## src/rtl/dmem_arbiter.sv

```systemverilog
// Two-requester data-memory arbiter: round-robin on conflict, one transaction in flight,
// stores take ISSUE only, loads take ISSUE then RESP to return read data.
module dmem_arbiter #(
  parameter int unsigned ADDR_W = 32,
  parameter int unsigned DATA_W = 32
) (
  input  logic              clk,
  input  logic              rst,
  input  logic              m0_req,
  input  logic              m0_we,
  input  logic              m0_byte,
  input  logic [ADDR_W-1:0] m0_addr,
  input  logic [DATA_W-1:0] m0_wdata,
  output logic              m0_gnt,
  output logic              m0_rvalid,
  output logic [DATA_W-1:0] m0_rdata,
  input  logic              m1_req,
  input  logic              m1_we,
  input  logic              m1_byte,
  input  logic [ADDR_W-1:0] m1_addr,
  input  logic [DATA_W-1:0] m1_wdata,
  output logic              m1_gnt,
  output logic              m1_rvalid,
  output logic [DATA_W-1:0] m1_rdata,
  output logic              mem_en,
  output logic              mem_we,
  output logic              mem_byte,
  output logic [ADDR_W-1:0] mem_addr,
  output logic [DATA_W-1:0] mem_wdata,
  input  logic [DATA_W-1:0] mem_rdata,
  output logic              busy
);

  typedef enum logic [1:0] {StIdle, StIssue, StResp} state_e;

  state_e              state_q, state_d;
  logic                lat_id_q, lat_id_d;
  logic                lat_we_q, lat_we_d;
  logic                lat_byte_q, lat_byte_d;
  logic [ADDR_W-1:0]   lat_addr_q, lat_addr_d;
  logic [DATA_W-1:0]   lat_wdata_q, lat_wdata_d;
  logic                last_gnt_q, last_gnt_d;
  logic                sel;
  logic                issue, resp;

  always_comb begin
    state_d     = state_q;
    lat_id_d    = lat_id_q;
    lat_we_d    = lat_we_q;
    lat_byte_d  = lat_byte_q;
    lat_addr_d  = lat_addr_q;
    lat_wdata_d = lat_wdata_q;
    last_gnt_d  = last_gnt_q;
    // On conflict pick the requester that did not win last; otherwise whoever asks.
    sel         = (m0_req && m1_req) ? ~last_gnt_q : m1_req;
    unique case (state_q)
      StIdle: begin
        if (m0_req || m1_req) begin
          lat_id_d    = sel;
          lat_we_d    = sel ? m1_we    : m0_we;
          lat_byte_d  = sel ? m1_byte  : m0_byte;
          lat_addr_d  = sel ? m1_addr  : m0_addr;
          lat_wdata_d = sel ? m1_wdata : m0_wdata;
          state_d     = StIssue;
        end
      end
      StIssue: begin
        last_gnt_d = lat_id_q;
        state_d    = lat_we_q ? StIdle : StResp;
      end
      StResp:  state_d = StIdle;
      default: state_d = StIdle;
    endcase
  end

  always_ff @(posedge clk) begin
    if (!rst) begin
      state_q     <= StIdle;
      lat_id_q    <= 1'b0;
      lat_we_q    <= 1'b0;
      lat_byte_q  <= 1'b0;
      lat_addr_q  <= '0;
      lat_wdata_q <= '0;
      last_gnt_q  <= 1'b1;
    end else begin
      state_q     <= state_d;
      lat_id_q    <= lat_id_d;
      lat_we_q    <= lat_we_d;
      lat_byte_q  <= lat_byte_d;
      lat_addr_q  <= lat_addr_d;
      lat_wdata_q <= lat_wdata_d;
      last_gnt_q  <= last_gnt_d;
    end
  end

  // Outputs are forced low while reset is held so an aborted access never pulses.
  assign issue     = rst && (state_q == StIssue);
  assign resp      = rst && (state_q == StResp);

  assign mem_en    = issue;
  assign mem_we    = issue && lat_we_q;
  assign mem_byte  = issue && lat_byte_q;
  assign mem_addr  = rst ? lat_addr_q  : '0;
  assign mem_wdata = rst ? lat_wdata_q : '0;

  assign m0_gnt    = issue && !lat_id_q;
  assign m1_gnt    = issue &&  lat_id_q;
  assign m0_rvalid = resp  && !lat_id_q;
  assign m1_rvalid = resp  &&  lat_id_q;
  assign m0_rdata  = m0_rvalid ? mem_rdata : '0;
  assign m1_rdata  = m1_rvalid ? mem_rdata : '0;

  assign busy      = rst && (state_q != StIdle);

endmodule

```

## config.mk

```make
export PLATFORM = sky130hd
export DESIGN_NAME = dmem_arbiter
export DESIGN_NICKNAME = d
export VERILOG_FILES = /design/src/rtl/dmem_arbiter.sv
export SDC_FILE = /design/constraint.sdc
export NUM_CORES = 1
export LEC_CHECK = 0
export ABC_AREA = 1
export ABC_CLOCK_PERIOD_IN_PS = 1750
export CAP_MARGIN = 40
export CORE_AREA = 2 2 117 119
export DETAILED_ROUTE_END_ITERATION = 16
export DIE_AREA = 0 0 119 121
export GPL_ROUTABILITY_DRIVEN = 0
export PLACE_DENSITY = 0.85
export SETUP_SLACK_MARGIN = 0.3
export SYNTH_ARGS = -nofsm -noshare
export SYNTH_HDL_FRONTEND = slang
export SYNTH_SLANG_ARGS = --single-unit
```

## constraint.sdc

```tcl
create_clock -name clk -period 1.75 [get_ports clk]
set_input_delay 0.175 -clock clk [delete_from_list [all_inputs] [get_ports clk]]
set_output_delay 0.175 -clock clk [all_outputs]
set_load 0.1 [all_outputs]
```

==> results of run 1 <==
## logic make-up after synthesis
family	share of synthesized area (%)
AOI/OAI and AO/OA	0.435
and+or+nand+nor	43.9
DFF	30.5
buffers and inverters	25.2
## worst max-delay path, cell delays in order, from the launching register on
cell and delay [ns]:
dfxtp_2 0.33, inv_2 0.07, nand4_1 0.10, buf_6 0.15
buf_12 0.14, buf_16 0.15, nor2_4 0.13, buf_12 0.19
## layout by cell type, fill, tap and decap left out, types with 8 or more instances in the layout
| master | Yosys | final |
|---|---|---|
| clkbuf_16 | 0 | 17 |
| inv_1 | 232 | 188 |
| clkinvlp_4 | 0 | 41 |
| buf_6 | 4 | 9 |
| nand2_1 | 333 | 290 |
| nand2_2 | 2 | 42 |
| buf_4 | 11 | 15 |
| nor2_1 | 78 | 8 |
| dfxtp_1 | 70 | 67 |
| nor2_4 | 1 | 71 |
| buf_12 | 2 | 147 |
| clkdlybuf4s50_1 | 0 | 166 |
| nand3_2 | 20 | 60 |
## sequential cells by signal, indices dropped and copies added (netlist names)
register / count
lat_we_q: 1
state_q: 2
lat_wdata_q: 32
lat_addr_q: 32
lat_byte_q: 1
lat_id_q: 1
last_gnt_q: 1
## area by class of cell
cell class | count | area (um2)
clock inverter | 4 | 70.1
clock buffer | 12 | 246
sequential | 70 | 1410
tap | 176 | 220
inverter | 234 | 1030
fill | 649 | 1940
multi-input combinational | 487 | 2930
timing repair buffer | 355 | 5230
antenna | 2 | 5.00
## through the flow
| step | area (um2) | hold WS [ns] |
|---|---|---|
| finish | 11100 | 0.285 |
| CTS | 10500 | 0.274 |
| global route | 11100 | 0.301 |
| detailed placement | 9920 | 0.398 |
| floorplan | 5430 | 0.359 |
| global placement | 9920 | 0.391 |
## where the power goes
part	internal (uW)	total [uW]	switching, uW	leakage (uW)
logic	1210	3070	1870	0.00453
clock network	1280	1990	703	0.000157
registers	1780	1850	73.0	0.000580
## metal layers
metal  vias to the layer above  track usage [%]
li1                       2974                -
met1                      2890             27.7
met2                       324             53.9
met3                        95             8.27
met4                         0             13.2
met5                         -                0
## worst max path at each step
stage	start	endpoint	cells past startpoint
floorplan	rst	last_gnt_q$_SDFFE_PN1N_	6
global placement	m1_req	lat_addr_q[30]$_SDFFE_PN0P_	8
detailed placement	m0_req	lat_wdata_q[11]$_SDFFE_PN0P_	8
CTS	state_q[0]$_SDFFE_PN0P_	m0_rvalid	6
global route	state_q[0]$_SDFFE_PN0P_	m1_rdata[20]	7
finish	state_q[0]$_SDFFE_PN0P_	m1_rdata[20]	7
## timing repair
action,in CTS,in global routing
pin swaps,14,57
resized for setup,27,66
setup buffers,15,4
gates cloned,3,12
endpoints found under the setup margin,70,111
==> key figures, run 1 <==
Final layout
  – Finished Core Util: 85.2%
  – Area grow syn2layout: 142%
  – Nets: 1,325
  – Final non-filler cell total: 1,340
  – Share of layout cells above drive strength 1: around 37%

Placed design
  – HPWL after DPL: 15,000 um
  – I/O Buffers: 303
  – Worst slack, placed: 0.121 ns
  – Placed Cells: 1,288

STA
  – Final worst slack: -0.0269 ns
  – Skew final: 0.00772 ns
  – Slew Viols, Final: 0
  – Final setup TNS: -0.0634 ns
  – Period utilization: 102%
  – RSZ-0062 raised after global routing: true
  – Period minus WS final: 1.78 ns
  – Final setup fails: 7
  – Final hold vios: 0
  – Peak Freq: around 560 MHz
  – Rel. slew slack: 71.8%
  – Worst-margin pin slew: 0.423 ns

Pwr
  – PwrDens: 620 nW/um2
  – Maximum vdd drop: 0.587 mV
  – Pleak: 0.00527 uW
  – Total power: about 7000 uW

Worst setup path
  – Reg2reg start: state_q[0]$_SDFFE_PN0P_
  – Worst path arrival time: 1.60 ns
  – Critical path class: reg -> out
  – Reg-to-reg endpoint: lat_wdata_q[13]$_SDFFE_PN0P_
  – Flop2flop setup slack: 0.15 ns
  – Critical path fanouts, max: 8
  – Setup crit end kind: output port
  – Setup crit start kind: register
  – FF-to-FF path depth: 10
  – Worst EP required: 1.57 ns

Logic synthesis
  – Post-Syn Area: 4600 um2
  – Seq cells post-synth: 70
  – Most frequent cells after synthesis: 333 x nand2_1, 232 x inv_1, 78 x nor2_1
  – Syn Area/Cell: 5.52 um2
  – Cell taking the most area after synthesis: dfxtp_1
  – Syn Nets: 1,001
  – Yosys top cell area share: 30.5%
  – Seq/Total Area, Yosys: 30.5%
  – FFs w/ async S/R, synth: 0%
  – Number of synthesized flops with an enable pin: 0
  – Count leader, synth: nand2_1
  – Post-Synthesis Cells: 833
  – Library cells used by synthesis: 19
  – Main area contributors after synthesis: dfxtp_1 30%, nand2_1 27%, inv_1 19%
  – Top_reg_cell synth: dfxtp_1
  – Synth warn: 0

Route
  – Met2 WL: 12,700 um
  – Drt first pass iters: 6
  – WL final: 23,700 um
  – Top Layer Used: met4
  – DRT iter0 DRCs: about 290
  – Avg WL per Cell: about 18 um
  – Vias per inst: 4.69
  – Drt drc: 0
  – Vias: 6,283
  – Routed met3 length: roughly 1700 um
  – Post-route ant nets: 0
  – M1 WL: 7870 um

Floorplan
  – Initial Utilization: 35.2%
  – Placeable Area: 13,100 um2
  – Core Rows: 42
  – Die X: roughly 120 um
  – DIE AREA: 14,400 um2
  – Die Y-Extent: approximately 120 um
  – Num ports: 304

CTS
  – Hold_buf cts: 0
  – CTS tree: done
  – Clock buffer depth: 2
  – Worst skew pair latency: 0.33 ns
  – TritonCTS Buffers: 9
  – Root Buffer: clkbuf_16
  – Clock slew at reported path FFs: 0.06 ns
  – TritonCTS Sinks: 70
  – # H-tree levels: 3

Hold path
  – Worst hold start: rst
  – Hold Crit Endpoint: lat_wdata_q[5]$_SDFFE_PN0P_
  – HP Class: in -> reg
  – Hold path depth: 5

Global route
  – Tot GR Track Use: 28.2%
  – Vias in the first global route: 6,219
  – First-pass GRT wire length: 31,900 um
  – Initial antenna violation count: 2
  – GRT overflow: 0
  – Largest net degree at the start of global routing: 66

Status
  – Failing checks: setup timing
  – Status: finished, violations left

Run
  – Max-cap violations: 0
(Power assumes the default switching activity.)
==> run 2, diff against run 1 <==
--- a/config.mk
+++ b/config.mk
@@ -8,12 +8,14 @@
 export ABC_AREA = 1
 export ABC_CLOCK_PERIOD_IN_PS = 1750
 export CAP_MARGIN = 40
-export CORE_AREA = 2 2 117 119
+export CORE_MARGIN = 5
+export CORE_UTILIZATION = 40
 export DETAILED_ROUTE_END_ITERATION = 16
-export DIE_AREA = 0 0 119 121
 export GPL_ROUTABILITY_DRIVEN = 0
-export PLACE_DENSITY = 0.85
+export GPL_TIMING_DRIVEN = 0
+export PLACE_DENSITY = 0.94
 export SETUP_SLACK_MARGIN = 0.3
+export SLEW_MARGIN = 20
 export SYNTH_ARGS = -nofsm -noshare
 export SYNTH_HDL_FRONTEND = slang
 export SYNTH_SLANG_ARGS = --single-unit
==> run 2 against run 1 <==
Compared with the run above: the flow now stops in 3_5_place_dp; synthesized cell count unchanged; area after synthesis unchanged.
==> key figures, run 2 <==
Status
  – Status: stopped before the end (was finished, violations left)
  – Last stage reached: 3_5_place_dp
  – Run Error: [ERROR DPL-0038] Utilization greater than 100%, impossible to legalize

Logic synthesis
  – Post-Synthesis Cells: 833 (unchanged)
  – Main area contributors after synthesis: dfxtp_1 30%, nand2_1 27%, inv_1 19% (unchanged)
  – Syn Nets: 1,001 (unchanged)
  – Post-Syn Area: 4600 um2 (unchanged)
  – Synth warn: 0 (unchanged)
  – Top_reg_cell synth: dfxtp_1 (unchanged)
  – Number of synthesized flops with an enable pin: 0 (unchanged)
  – FFs w/ async S/R, synth: 0% (unchanged)
  – Most frequent cells after synthesis: 333 x nand2_1, 232 x inv_1, 78 x nor2_1 (unchanged)
  – Syn Area/Cell: 5.52 um2 (unchanged)
  – Library cells used by synthesis: 19 (unchanged)
  – Seq cells post-synth: 70 (unchanged)
  – Seq/Total Area, Yosys: 30.5% (unchanged)
  – Count leader, synth: nand2_1 (unchanged)
  – Cell taking the most area after synthesis: dfxtp_1 (unchanged)
  – Yosys top cell area share: 30.5% (unchanged)

Floorplan
  – Initial Utilization: 40.5% (was 35.2%)
  – Core Rows: 39 (was 42)
  – Num ports: 304 (unchanged)
  – Die X: 117 um (was 119 um)
  – Die Y-Extent: 117 um (was 121 um)

Placed design
  – I/O Buffers: 301 (was 303)
[run 2: cell counts after synthesis]
No cell type changed its count.
[run 2: through the flow]
| stage | worst slack (ns) | area [um2] | setup TNS [ns] |
|---|---|---|---|
| floorplan | -0.328 | 5430 | -3.53 |
| global placement | -0.985 | 8630 | -79.84 |
[run 2: logic make-up after synthesis]
family          synth area share (%)
compound gates                 0.435
flops                           30.5
buf+inv                         25.2
simple gates                    43.9
==> run 3, diff against run 2 <==
--- a/config.mk
+++ b/config.mk
@@ -9,12 +9,11 @@
 export ABC_CLOCK_PERIOD_IN_PS = 1750
 export CAP_MARGIN = 40
 export CORE_MARGIN = 5
-export CORE_UTILIZATION = 40
+export CORE_UTILIZATION = 35
 export DETAILED_ROUTE_END_ITERATION = 16
 export GPL_ROUTABILITY_DRIVEN = 0
 export GPL_TIMING_DRIVEN = 0
-export PLACE_DENSITY = 0.94
-export SETUP_SLACK_MARGIN = 0.3
+export PLACE_DENSITY_LB_ADDON = 0.15
 export SLEW_MARGIN = 20
 export SYNTH_ARGS = -nofsm -noshare
 export SYNTH_HDL_FRONTEND = slang
==> run 3 against run 2 <==
Compared with the run above: the flow now finishes, with violations (setup timing).
==> key figures, run 3 (synthesized netlist as in run 1, its figures left out) <==
Pwr
  – Total power: 6960 uW
  – PwrDens: 624 nW/um2
  – Maximum vdd drop: 0.605 mV
  – Pleak: about 0.0058 uW

Final layout
  – Nets: 1,363
  – Share of layout cells above drive strength 1: a little over a quarter
  – Area grow syn2layout: 142%
  – Fillers: 567
  – Finished Core Util: between 80% and 90%
  – Top Registers: lat_addr_q x32, lat_wdata_q x32, state_q x2
  – Most frequent cells in the layout: 332 x nand2_1, 227 x inv_1, 183 x clkdlybuf4s50_1, 67 x nor2_4
  – Commonest non-fill, non-tap cell in the layout: nand2_1

Global route
  – Largest net degree at the start of global routing: 13
  – GRT overflow: 0
  – Vias in the first global route: 7,405
  – Initial antenna violation count: 4
  – Tot GR Track Use: 36.5%
  – First-pass GRT wire length: 44,000 um

Worst setup path
  – Critical path class: reg -> out
  – CP dominant cell by count: clkbuf_16
  – CP max stage delay: 0.38 ns
  – Crit path launch: state_q[1]$_SDFFE_PN0P_
  – Worst EP required: 1.57 ns
  – CP Buf/Inv Count: 4
  – Worst path slowest cell: dfxtp_2
  – Crit path max-delay family: buffers and inverters
  – Setup crit start kind: register
  – Reg-to-reg endpoint: lat_wdata_q[0]$_SDFFE_PN0P_
  – Flop2flop setup slack: 0.03 ns
  – Setup crit end kind: output port
  – CP Cell Sequence: nand4_1, buf_6, clkbuf_16, buf_8, nor2_4, clkbuf_16
  – Critical path fanouts, max: 5
  – FF-to-FF path depth: 9
  – Reg2reg start: state_q[0]$_SDFFE_PN0P_
  – Worst path arrival time: around 1.7 ns
  – Crit path capture: m1_rdata[6]
  – Worst path depth: 6

CTS
  – TritonCTS Buffers: 9
  – Root Buffer: clkbuf_16
  – Hold_buf cts: 0
  – Worst skew pair latency: 0.34 ns
  – # H-tree levels: 3
  – Clock slew at reported path FFs: 0.06 ns
  – TritonCTS Sinks: 70
  – Clock buffer depth: 2
  – CTS tree: done

Floorplan
  – Die X: 125 um (was 117 um)
  – Die Y-Extent: 125 um (was 117 um)
  – Num ports: 304 (unchanged)
  – Placeable Area: 12,800 um2
  – Core Rows: 41 (was 39)
  – Initial Utilization: 36.0% (was 40.5%)
  – DIE AREA: around 16,000 um2

Route
  – Drt drc: 0
  – Drt first pass iters: 5
  – WL final: 29,800 um
  – Avg WL per Cell: 21.6 um
  – Vias: about 6,900
  – Vias per inst: 5.01
  – DRT iter0 DRCs: 552
  – Post-route ant nets: 0

Run
  – Max-cap violations: 0

STA
  – Worst-margin pin slew: approximately 0.5 ns
  – Peak Freq: 527 MHz
  – Skew final: around 0.0052 ns
  – Final hold vios: 0
  – Slew Viols, Final: 0
  – Final worst slack: -0.146 ns
  – Period minus WS final: 1.90 ns
  – Final setup fails: 48
  – Rel. slew slack: 67.2%
  – RSZ-0062 raised after global routing: true
  – Period utilization: 108%

Status
  – Failing checks: setup timing
  – Status: finished, violations left (was stopped before the end)

Hold path
  – Worst hold start: m1_req
  – HP Class: in -> reg

Placed design
  – HPWL after DPL: 23,400 um
  – I/O Buffers: 301 (unchanged)
==> run 3: metrics by stage <==
stage / hold slack [ns] / area (um2) / setup TNS (ns) / setup WS, ns / cells
5_1_grt: 0.243 / 11100 / -5.14 / -0.180 / 1375
3_3_place_gp: 0.397 / 8240 / -88.20 / -0.999 / 1306
6_report: 0.242 / 11100 / -3.19 / -0.146 / 1375
2_1_floorplan: 0.359 / 5010 / -8.11 / -0.344 / 833
3_5_place_dp: 0.407 / 11200 / -39.88 / -0.703 / 1445
4_1_cts: 0.228 / 11100 / -2.91 / -0.173 / 1376
==> run 3: routing by layer <==
| layer | wire (um) | track usage [%] | vias up |
|---|---|---|---|
| li1 | - | - | 3040 |
| met5 | 10 | 0 | - |
| met1 | 9170 | 33.6 | 3174 |
| met2 | 15200 | 67.4 | 478 |
| met4 | 3290 | 30.8 | 2 |
| met3 | 2050 | 8.45 | 191 |
==> run 3: how the worst min path moves through the flow <==
stage	end	slack (ns)	cells after the start
2_1_floorplan	lat_addr_q[1]$_SDFFE_PN0P_	0.36	4
3_3_place_gp	state_q[1]$_SDFFE_PN0P_	0.40	1
3_5_place_dp	state_q[1]$_SDFFE_PN0P_	0.41	1
4_1_cts	lat_we_q$_SDFFE_PN0P_	0.23	4
5_1_grt	lat_we_q$_SDFFE_PN0P_	0.24	4
6_report	lat_we_q$_SDFFE_PN0P_	0.24	4
==> run 3: power breakdown <==
group	total [uW]	switching (uW)	internal, uW	leakage [uW]
clock	2010	732	1280	0.000154
combinational	3100	1870	1230	0.00509
sequential	1840	68.2	1770	0.000581
==> run 3: final cells by class <==
type                       count  area, um2  share of cell area (%)
timing repair buffer         352       5350                    48.0
multi-input combinational    487       2560                    23.0
sequential                    70       1410                    12.6
inverter                     234        890                    7.98
buffer                        41        395                    3.55
clock buffer                  10        239                    2.14
tap                          172        215                    1.93
clock inverter                 6       85.1                   0.763
antenna                        3       7.51                  0.0674
==> run 3: worst register-to-register path, stage by stage, from the launching register on <==
cell     delay (ns)
dfxtp_2        0.34
buf_6          0.12
buf_4          0.13
nor2_2         0.18
nand2_4        0.12
nor2_4         0.11
buf_6          0.18
buf_6          0.17
nand3_1        0.17
nand2_1        0.15
==> run 3: timing repair <==
action                     4_1_cts  5_1_grt
cloned                           1        1
setup buffers                   13       14
pin swaps                        6       20
resized for setup              115       62
setup endpoints to repair      114       88
